--- src/rtl/serial_mod_n_pkg.sv ---
// Shared types for the serial remainder engine: FSM state and bit ordering.
package serial_mod_pkg;

  // Frame tracker: IDLE waits for a start beat, RUN accumulates bits.
  typedef enum logic {
    IDLE = 1'b0,
    RUN  = 1'b1
  } state_t;

  // Bit ordering of the current frame, latched from lsb_first on the start beat.
  typedef enum logic {
    MSB_FIRST = 1'b0,
    LSB_FIRST = 1'b1
  } mode_t;

  // Debug view of the engine's control state.
  typedef struct packed {
    state_t state;
    mode_t  mode;
  } dbg_t;

endpackage : serial_mod_pkg

--- src/rtl/serial_mod_n_if.sv ---
// Bit-stream and result bundle of serial_mod_n.
//
// Handshake: in_valid qualifies in_bit/in_start/in_last/lsb_first on the rising
// clock edge. There is no ready signal; the engine accepts every qualified beat
// in the cycle it is presented. Beats with in_valid low are bubbles and change
// nothing. Result outputs are registered: rem_valid, abort and orphan are
// one-cycle pulses in the cycle after the beat that caused them.
interface serial_mod_n_if
  import serial_mod_pkg::*;
#(
  parameter int REM_W = 2,
  parameter int CNT_W = 16
);
  logic             in_valid;
  logic             in_bit;
  logic             in_start;
  logic             in_last;
  logic             lsb_first;
  logic [REM_W-1:0] run_rem;
  logic [REM_W-1:0] rem_o;
  logic             rem_valid;
  logic             div_o;
  logic [CNT_W-1:0] bit_cnt;
  logic             abort;
  logic             orphan;
  dbg_t             dbg;

  // Stream source side.
  modport master (
    output in_valid, in_bit, in_start, in_last, lsb_first,
    input  run_rem, rem_o, rem_valid, div_o, bit_cnt, abort, orphan, dbg
  );

  // Remainder engine side.
  modport slave (
    input  in_valid, in_bit, in_start, in_last, lsb_first,
    output run_rem, rem_o, rem_valid, div_o, bit_cnt, abort, orphan, dbg
  );
endinterface : serial_mod_n_if

--- src/rtl/mod_n_add.sv ---
// Modular adder: (a + b) mod DIVISOR for operands already reduced below DIVISOR.
// The sum is below 2*DIVISOR, so one conditional subtract fully reduces it.
module mod_n_add #(
  parameter int DIVISOR = 3,
  parameter int REM_W   = $clog2(DIVISOR)
) (
  input  logic [REM_W-1:0] i_a,
  input  logic [REM_W-1:0] i_b,
  output logic [REM_W-1:0] o_sum
);

  localparam logic [REM_W:0] N_EXT = (REM_W + 1)'(DIVISOR);

  logic [REM_W:0] w_sum;
  logic [REM_W:0] w_red;

  // Widen by one bit so the carry is kept, then subtract N once if needed.
  always_comb begin
    w_sum = {1'b0, i_a} + {1'b0, i_b};
    w_red = w_sum - N_EXT;
    o_sum = (w_sum >= N_EXT) ? w_red[REM_W-1:0] : w_sum[REM_W-1:0];
  end

endmodule : mod_n_add

--- src/rtl/serial_mod_n.sv ---
// Serial remainder engine: tracks the value of a framed bit stream mod DIVISOR,
// in MSB-first or LSB-first order, and reports remainder plus divisibility at
// the end of every frame.
//
// MSB-first: r' = (2r + bit) mod N.
// LSB-first: r' = (r + bit * w) mod N, w' = 2w mod N, with w = 2^i mod N.
module serial_mod_n
  import serial_mod_pkg::*;
#(
  parameter int DIVISOR = 3,
  parameter int CNT_W   = 16
) (
  input logic          clk,
  input logic          rst,
  serial_mod_n_if.slave bus
);

  localparam int REM_W = $clog2(DIVISOR);
  localparam logic [REM_W:0]   N_EXT   = (REM_W + 1)'(DIVISOR);
  // Weight of the second bit of an LSB-first frame: 2 mod N.
  localparam logic [REM_W-1:0] W_START = (DIVISOR == 2) ? '0 : REM_W'(2);

  if ((DIVISOR < 2) || (DIVISOR > 255)) begin : g_bad_divisor
    $error("serial_mod_n: DIVISOR must be within 2..255");
  end

  state_t           r_state;
  mode_t            r_mode;
  logic [REM_W-1:0] r_run_rem;
  logic [REM_W-1:0] r_weight;
  logic [REM_W-1:0] r_rem_o;
  logic             r_rem_valid;
  logic             r_div_o;
  logic [CNT_W-1:0] r_bit_cnt;
  logic             r_abort;
  logic             r_orphan;

  logic [REM_W-1:0] w_add_b;
  logic [REM_W-1:0] w_step_sum;
  logic [REM_W-1:0] w_weight_dbl;
  logic [REM_W:0]   w_msb_t;
  logic [REM_W:0]   w_msb_red;
  logic [REM_W-1:0] w_msb_rem;
  logic [REM_W-1:0] w_next_rem;

  // Data adder operand: run_rem again for MSB doubling, the bit's weight for LSB.
  always_comb begin
    w_add_b = r_run_rem;
    if (r_mode == LSB_FIRST) begin
      w_add_b = bus.in_bit ? r_weight : '0;
    end
  end

  mod_n_add #(
    .DIVISOR (DIVISOR),
    .REM_W   (REM_W)
  ) u_step_add (
    .i_a   (r_run_rem),
    .i_b   (w_add_b),
    .o_sum (w_step_sum)
  );

  mod_n_add #(
    .DIVISOR (DIVISOR),
    .REM_W   (REM_W)
  ) u_weight_dbl (
    .i_a   (r_weight),
    .i_b   (r_weight),
    .o_sum (w_weight_dbl)
  );

  // Next running remainder: MSB adds the incoming bit as carry-in to 2r mod N.
  always_comb begin
    w_msb_t   = {1'b0, w_step_sum} + {{REM_W{1'b0}}, bus.in_bit};
    w_msb_red = w_msb_t - N_EXT;
    w_msb_rem = (w_msb_t >= N_EXT) ? w_msb_red[REM_W-1:0] : w_msb_t[REM_W-1:0];
    w_next_rem = (r_mode == MSB_FIRST) ? w_msb_rem : w_step_sum;
  end

  // Frame FSM with registered datapath and result outputs.
  always_ff @(posedge clk or posedge rst) begin
    if (rst) begin
      r_state     <= IDLE;
      r_mode      <= MSB_FIRST;
      r_run_rem   <= '0;
      r_weight    <= REM_W'(1);
      r_rem_o     <= '0;
      r_rem_valid <= 1'b0;
      r_div_o     <= 1'b1;
      r_bit_cnt   <= '0;
      r_abort     <= 1'b0;
      r_orphan    <= 1'b0;
    end else begin
      r_rem_valid <= 1'b0;
      r_abort     <= 1'b0;
      r_orphan    <= 1'b0;
      if (bus.in_valid) begin
        if (bus.in_start) begin
          // A start always opens a fresh frame; an open one is discarded.
          r_abort   <= (r_state == RUN);
          r_mode    <= bus.lsb_first ? LSB_FIRST : MSB_FIRST;
          r_run_rem <= REM_W'(bus.in_bit);
          r_weight  <= W_START;
          r_bit_cnt <= CNT_W'(1);
          if (bus.in_last) begin
            r_state     <= IDLE;
            r_rem_valid <= 1'b1;
            r_rem_o     <= REM_W'(bus.in_bit);
            r_div_o     <= ~bus.in_bit;
          end else begin
            r_state <= RUN;
          end
        end else if (r_state == RUN) begin
          r_run_rem <= w_next_rem;
          if (r_mode == LSB_FIRST) begin
            r_weight <= w_weight_dbl;
          end
          if (r_bit_cnt != '1) begin
            r_bit_cnt <= r_bit_cnt + 1'b1;
          end
          if (bus.in_last) begin
            r_state     <= IDLE;
            r_rem_valid <= 1'b1;
            r_rem_o     <= w_next_rem;
            r_div_o     <= (w_next_rem == '0);
          end
        end else begin
          // Data beat with no open frame: dropped and flagged.
          r_orphan <= 1'b1;
        end
      end
    end
  end

  assign bus.run_rem   = r_run_rem;
  assign bus.rem_o     = r_rem_o;
  assign bus.rem_valid = r_rem_valid;
  assign bus.div_o     = r_div_o;
  assign bus.bit_cnt   = r_bit_cnt;
  assign bus.abort     = r_abort;
  assign bus.orphan    = r_orphan;
  assign bus.dbg       = '{state: r_state, mode: r_mode};

endmodule : serial_mod_n

--- src/flat_wrapper.sv ---
// flat-port wrapper written by rule: the top's interface ports become plain ports
module serial_mod_n_flat import serial_mod_pkg::*;
#(
  parameter int DIVISOR = 3,
  parameter int CNT_W   = 16
)
  (clk, rst, bus_in_valid, bus_in_bit, bus_in_start, bus_in_last, bus_lsb_first, bus_run_rem, bus_rem_o, bus_rem_valid, bus_div_o, bus_bit_cnt, bus_abort, bus_orphan, bus_dbg);
  serial_mod_n_if #(.REM_W(2), .CNT_W(CNT_W)) bus_i ();
  input logic clk;
  input logic rst;
  input wire logic [$bits(bus_i.in_valid)-1:0] bus_in_valid;
  input wire logic [$bits(bus_i.in_bit)-1:0] bus_in_bit;
  input wire logic [$bits(bus_i.in_start)-1:0] bus_in_start;
  input wire logic [$bits(bus_i.in_last)-1:0] bus_in_last;
  input wire logic [$bits(bus_i.lsb_first)-1:0] bus_lsb_first;
  output wire logic [$bits(bus_i.run_rem)-1:0] bus_run_rem;
  output wire logic [$bits(bus_i.rem_o)-1:0] bus_rem_o;
  output wire logic [$bits(bus_i.rem_valid)-1:0] bus_rem_valid;
  output wire logic [$bits(bus_i.div_o)-1:0] bus_div_o;
  output wire logic [$bits(bus_i.bit_cnt)-1:0] bus_bit_cnt;
  output wire logic [$bits(bus_i.abort)-1:0] bus_abort;
  output wire logic [$bits(bus_i.orphan)-1:0] bus_orphan;
  output wire logic [$bits(bus_i.dbg)-1:0] bus_dbg;
  assign bus_i.in_valid = bus_in_valid;
  assign bus_i.in_bit = bus_in_bit;
  assign bus_i.in_start = bus_in_start;
  assign bus_i.in_last = bus_in_last;
  assign bus_i.lsb_first = bus_lsb_first;
  assign bus_run_rem = bus_i.run_rem;
  assign bus_rem_o = bus_i.rem_o;
  assign bus_rem_valid = bus_i.rem_valid;
  assign bus_div_o = bus_i.div_o;
  assign bus_bit_cnt = bus_i.bit_cnt;
  assign bus_abort = bus_i.abort;
  assign bus_orphan = bus_i.orphan;
  assign bus_dbg = bus_i.dbg;
  serial_mod_n #(.DIVISOR(DIVISOR), .CNT_W(CNT_W)) u_core (.clk(clk), .rst(rst), .bus(bus_i));
endmodule
--- config.mk ---
export PLATFORM = sky130hd
export DESIGN_NAME = serial_mod_n_flat
export DESIGN_NICKNAME = d
export VERILOG_FILES = /design/src/rtl/serial_mod_n_pkg.sv /design/src/rtl/serial_mod_n_if.sv /design/src/rtl/mod_n_add.sv /design/src/rtl/serial_mod_n.sv /design/src/flat_wrapper.sv
export SDC_FILE = /design/constraint.sdc
export NUM_CORES = 1
export LEC_CHECK = 0
export ABC_CLOCK_PERIOD_IN_PS = 9800
export CAP_MARGIN = 10
export CORE_MARGIN = 2
export CORE_UTILIZATION = 54
export CTS_CLUSTER_SIZE = 8
export DETAILED_ROUTE_END_ITERATION = 6
export PLACE_DENSITY = 0.91
export SETUP_SLACK_MARGIN = 0.15
export SYNTH_ARGS = -nofsm -noshare
export SYNTH_HDL_FRONTEND = slang
export SYNTH_SLANG_ARGS = --single-unit
--- constraint.sdc ---
create_clock -name clk -period 9.8 [get_ports clk]
set_input_delay 2.45 -clock clk [delete_from_list [all_inputs] [get_ports clk]]
set_output_delay 2.45 -clock clk [all_outputs]
set_load 0.01 [all_outputs]
## Word level (Yosys, flattened, before mapping)

Cells that the tools add are included.

- Register bits: 28
- Latch bits: 0
- RAM bits: 0
- Memory bits (read-only): 0
- Memories: 0

- Add/subtract/negate cells: 7
- Multiply operators: 0
- Divide/modulo/power cells: 0
- Order comparisons: 3
- Equal/unequal tests: 1
- Shifts and indexed selects: 0
- Multiplexer cells: 35
- Bitwise operators: 1
- Reduce and logical (&&, ||, !) cells: 9

Operators by type and width:

| operator | number |
|---|---|
| $mux 16 | 3 |
| $mux 2 | 15 |
| $mux 1 | 17 |
| $add 16x1->16 const B | 1 |
| $ne 16x16->1 const B | 1 |
| $ge 3x2->1 const B | 3 |
| $reduce_and 3->1 | 3 |
| $add 2x2->3 | 2 |
| $reduce_bool 2->1 | 3 |
| $sub 2x2->2 const B | 3 |
| $reduce_and 2->1 | 2 |
| $add 2x1->3 | 1 |
| $logic_not 2->1 | 1 |
| $not 1->1 | 1 |

## Depth between registers and ports, before layout

- Depth after elaboration: 13
- Gate-level depth with buffers: 15
- Gate-level depth less buffers: 14

## By module

From an unflattened synthesis, not the netlist that was laid out.

- Cells, all modules: 201
- Area, all modules: 1819.2 sq um

Modules (own cells, without submodules):

| module | instances | cells each | area an instance (sq um) |
|---|---|---|---|
| serial_mod_n | 1 | 179 | 1634.1 |
| mod_n_add | 2 | 11 | 92.6 |

## Worst setup path before layout

No wires, ideal clock.

- Path type: in2reg
- Start point: input bus_in_bit
- End point: register u_core.r_div_o (netlist: u_core.bus.div_o)
- Setup time: 0.105 ns
- Data arrival time: 5.580 ns
- Data required time: 9.695 ns
- Slack: 4.114 ns
- Stages: 14
- Path buffers: 0
- Path through: nand3_1 > o21ai_0 > ha_1 > fa_1 > ha_1 > or4b_2 > o21ai_0 > ha_1 > inv_1 > fa_1 > nor2_1 > a21oi_1 > o32ai_1 > o41ai_1

- Cells in the longest elaborated chain, start to end: 13
- Elaborated cells between the ends (all ways): 17
- Those cells by class: 4 x add/sub; 2 x order compare; 9 x mux; 1 x bitwise; 1 x reduce/logical

RTL lines:

| element | RTL line | source |
|---|---|---|
| from (decl) | flat_wrapper.sv:12 | `input wire logic [$bits(bus_i.in_bit)-1:0] bus_in_bit;` |
| $mux 2 | serial_mod_n.sv:50 | `w_add_b = bus.in_bit ? r_weight : '0;` |
| $mux 2 | serial_mod_n.sv:49 | `if (r_mode == LSB_FIRST) begin` |
| $add 2x2->3 | mod_n_add.sv:19 | `w_sum = {1'b0, i_a} + {1'b0, i_b};` |
| $ge 3x2->1 or $sub 2x2->2 (tied branches) | mod_n_add.sv:21, mod_n_add.sv:20 |  |
| $mux 2 | mod_n_add.sv:21 | `o_sum = (w_sum >= N_EXT) ? w_red[REM_W-1:0] : w_sum[REM_W-1:0];` |
| $add 2x1->3 | serial_mod_n.sv:74 | `w_msb_t = {1'b0, w_step_sum} + {{REM_W{1'b0}}, bus.in_bit};` |
| $ge 3x2->1 or $sub 2x2->2 (tied branches) | serial_mod_n.sv:76, serial_mod_n.sv:75 |  |
| $mux 2 | serial_mod_n.sv:76 | `w_msb_rem = (w_msb_t >= N_EXT) ? w_msb_red[REM_W-1:0] : w_msb_t[REM_W-1:0];` |
| $mux 2 | serial_mod_n.sv:77 | `w_next_rem = (r_mode == MSB_FIRST) ? w_msb_rem : w_step_sum;` |
| $logic_not 2->1 | serial_mod_n.sv:125 | `r_div_o <= (w_next_rem == '0);` |
| $mux 1 | serial_mod_n.sv:121 | `if (bus.in_last) begin` |
| $mux 1 | serial_mod_n.sv:113 | `end else if (r_state == RUN) begin` |
| $mux 1 * | serial_mod_n.sv:98 | `if (bus.in_start) begin` |
| to (signal assigned) | serial_mod_n.sv:109 | `r_div_o <= ~bus.in_bit;` |
| to (signal assigned) | serial_mod_n.sv:125 |  |
| to (decl) | serial_mod_n.sv:33 | `logic r_div_o;` |

Mark *: on every way between the ends. The rest lies on a longest branch, timed or not. The select of a mux whose other input is x is not followed.
A chain may end at the register's enable or synchronous reset.

## Worst setup path after layout

Same ends and word-level chain as after synthesis.

==> flow_summary.json <==
{
  "status": "finished clean",
  "power.leakage_nw": 0.792,
  "rsz0062_at_grt": "false",
  "cpMostUsedCell": "ha_1",
  "coreArea_um2": 2780,
  "endpoint_kind": "register",
  "antenna_found_initial": 0,
  "dp_cells": 227,
  "tns_ns": 0,
  "synth-seq-cells": 28,
  "die-area_um2": 3430,
  "cts.repair.resized": 0,
  "hold_viol": 0,
  "postCtsSetupRepairBufs": 0,
  "ios": 33,
  "gp_congestion": 0.839,
  "cp_slowest_stage_delay_ns": 0.66,
  "portBuffers": 32,
  "dieHeight_um": 58.6,
  "path_cells": "clkdlybuf4s50_1, nand3_1, o21ai_0, ha_1, fa_1, ha_1, or4b_2, o21ai_0, ha_1, inv_1, fa_1, nor2_1, a21oi_1, o32ai_1, o41ai_1",
  "routedWlPerCell_um": 16.9,
  "drt_wl_total_um": 3910,
  "critPathMaxFanout": 4,
  "crit_type": "primary input to register",
  "holdCritStartpoint": "u_core.bus.div_o",
  "startpoint": "bus_in_bit",
  "overflow": 0,
  "clock_tree.root_cell": "clkbuf_4",
  "period_share": 0.638,
  "layout.nets": 215,
  "timing.rr.start": "u_core.r_mode",
  "synthesis.area_um2": 1610,
  "max_freq_mhz": 160,
  "grt_pass1_wl_um": 6540,
  "htreeDepth": 1,
  "hp-class": "register to register",
  "r2r_setup_slack_ns": 5.58,
  "fin_crit_ns": 6.25,
  "p_per_area_nw_per_um2": 222,
  "via_per_inst": 6.35,
  "synth_flop_cell": "dfrtp_1",
  "required_ns": 10.04,
  "tightest_slew_ns": 1.07,
  "report.power.total_uw": 439,
  "async_reset_ff_frac": 1.00,
  "synth_fp_nets": 186,
  "ctsHoldBuffers": 0,
  "grt_max_degree": 29,
  "clockBufferDepth": 2,
  "synth_cells": 172,
  "cts_tree": "built",
  "clock-sinks": 28,
  "rows": 19,
  "num_vias": 1466,
  "yosysSeqAreaShare": 0.437,
  "cts_inserted_buffers": 3,
  "grt.total_usage": 0.249,
  "synth_edf_count": 0,
  "drive_above_1_share": 0.0900,
  "yosysWarnings": 0,
  "worstSetupStartpointType": "primary input",
  "finalSetupViolCount": 0,
  "worstSkewPairLatency_ns": 0.35,
  "fp.dieW_um": 58.6,
  "area_delta_synth_final_pct": 23.2,
  "drtIter0Drc": 55,
  "drc": 0,
  "dp_hpwl_um": 2860,
  "cp_slowest_cell": "or4b_2",
  "antenna_left": 0,
  "cap_violations": 0,
  "layout_common_cells": "32 x clkdlybuf4s50_1, 26 x dfrtp_1, 17 x nand2_1",
  "slew_headroom": 0.288,
  "drtPass1Iterations": 4,
  "finalNonFillerCells": 231,
  "clk_pin_slew_ns": 0.15,
  "maxSlewViolCount": 0,
  "antenna_cells": 0,
  "first_global_vias": 1408,
  "finClkSkew_ns": 0.0152,
  "final_common_cell": "clkdlybuf4s50_1",
  "synth_cell_types": 44,
  "worstPathArrival_ns": 6.50,
  "syn_area_per_cell_um2": 9.35,
  "vdd_drop_max_uv": 321,
  "initial_core_util": 0.578
}
==> worst max-delay path, delay by kind of cell <==
kind / cells / cell delay, ns
and+or+nand+nor: 3 / 0.79
buffers and inverters: 2 / 0.61
AOI/OAI and AO/OA: 5 / 1.01
adders and majority gates: 5 / 1.64
==> final cells by class <==
type | instances | area, µm²
Sequential cell | 28 | 703
Inverter | 11 | 41.3
Clock buffer | 3 | 22.5
Tap cell | 31 | 38.8
Fill cell | 213 | 801
Clock inverter | 1 | 30.0
Timing Repair Buffer | 32 | 320
Multi-Input combinational cell | 125 | 825
==> sequential cells by signal, indices dropped and copies added, names as in the netlist <==
register	flops
u_core.bus.abort	1
u_core.bus.bit_cnt	16
u_core.bus.div_o	1
u_core.bus.orphan	1
u_core.bus.rem_o	2
u_core.bus.rem_valid	1
u_core.bus.run_rem	2
u_core.r_mode	1
u_core.r_state	1
u_core.r_weight	2
==> cell usage after synthesis (4+ instances only) <==
cell type / instances / area [µm²]
clkbuf_1: 5 / 18.8
nand2_1: 17 / 63.8
inv_1: 11 / 41.3
ha_1: 5 / 62.6
dfrtp_1: 26 / 651
a31oi_1: 5 / 31.3
mux2_2: 4 / 45.0
nor3_1: 6 / 30.0
nor2_1: 10 / 37.5
a21oi_1: 9 / 45.0
nand4_1: 5 / 31.3
o21ai_0: 14 / 70.1
nand3_1: 7 / 35.0
==> where the power goes <==
group          switching (mW)  internal, mW
clock                  0.0376        0.0414
sequential             0.0200         0.134
combinational           0.109        0.0972
==> cell families (layout without fill, tap and decap cells) <==
| logic type | after synthesis | in the layout | synth area share |
|---|---|---|---|
| AO/OA/AOI/OAI | 46 | 46 | 0.188 |
| XOR/XNOR | 1 | 1 | 0.00545 |
| adder cells (fa/ha/maj) | 7 | 7 | 0.0638 |
| buffers and inverters | 19 | 47 | 0.0498 |
| flip-flops | 28 | 28 | 0.437 |
| multiplexers | 5 | 5 | 0.0342 |
| AND/OR/NAND/NOR | 66 | 66 | 0.222 |
==> final timing paths <==
path,cells past startpoint,to
max,15,u_core.bus.div_o
min,2,u_core.bus.div_o
max reg2reg,13,u_core.bus.div_o
min reg2reg,2,u_core.bus.div_o
max in group asynchronous,2,u_core.bus.bit_cnt[1]
min in group asynchronous,2,u_core.bus.bit_cnt[14]
==> routing by layer <==
metal / GRT usage / routed length, µm / part of all wire / vias to the layer above
met3: 0.0286 / 165 / 0.042 / 11
met5: 0 / 0 / 0 / -
met1: 0.334 / 1740 / 0.44 / 709
met4: 0.106 / 112 / 0.029 / 0
li1: - / - / - / 695
met2: 0.408 / 1890 / 0.48 / 51
==> through the flow <==
stage          worst slack, ns   util  instance area (µm²)  hold slack [ns]
2_1_floorplan             4.11      -                 1610            0.470
4_1_cts                   3.57  0.712                 1980            0.500
3_5_place_dp              3.21  0.693                 1930            0.480
3_3_place_gp              3.51  0.693                 1930            0.464
5_1_grt                   3.32  0.712                 1980            0.514
6_report                  3.55  0.712                 1980            0.498
Note: power is estimated with default switching activity, not from simulation.
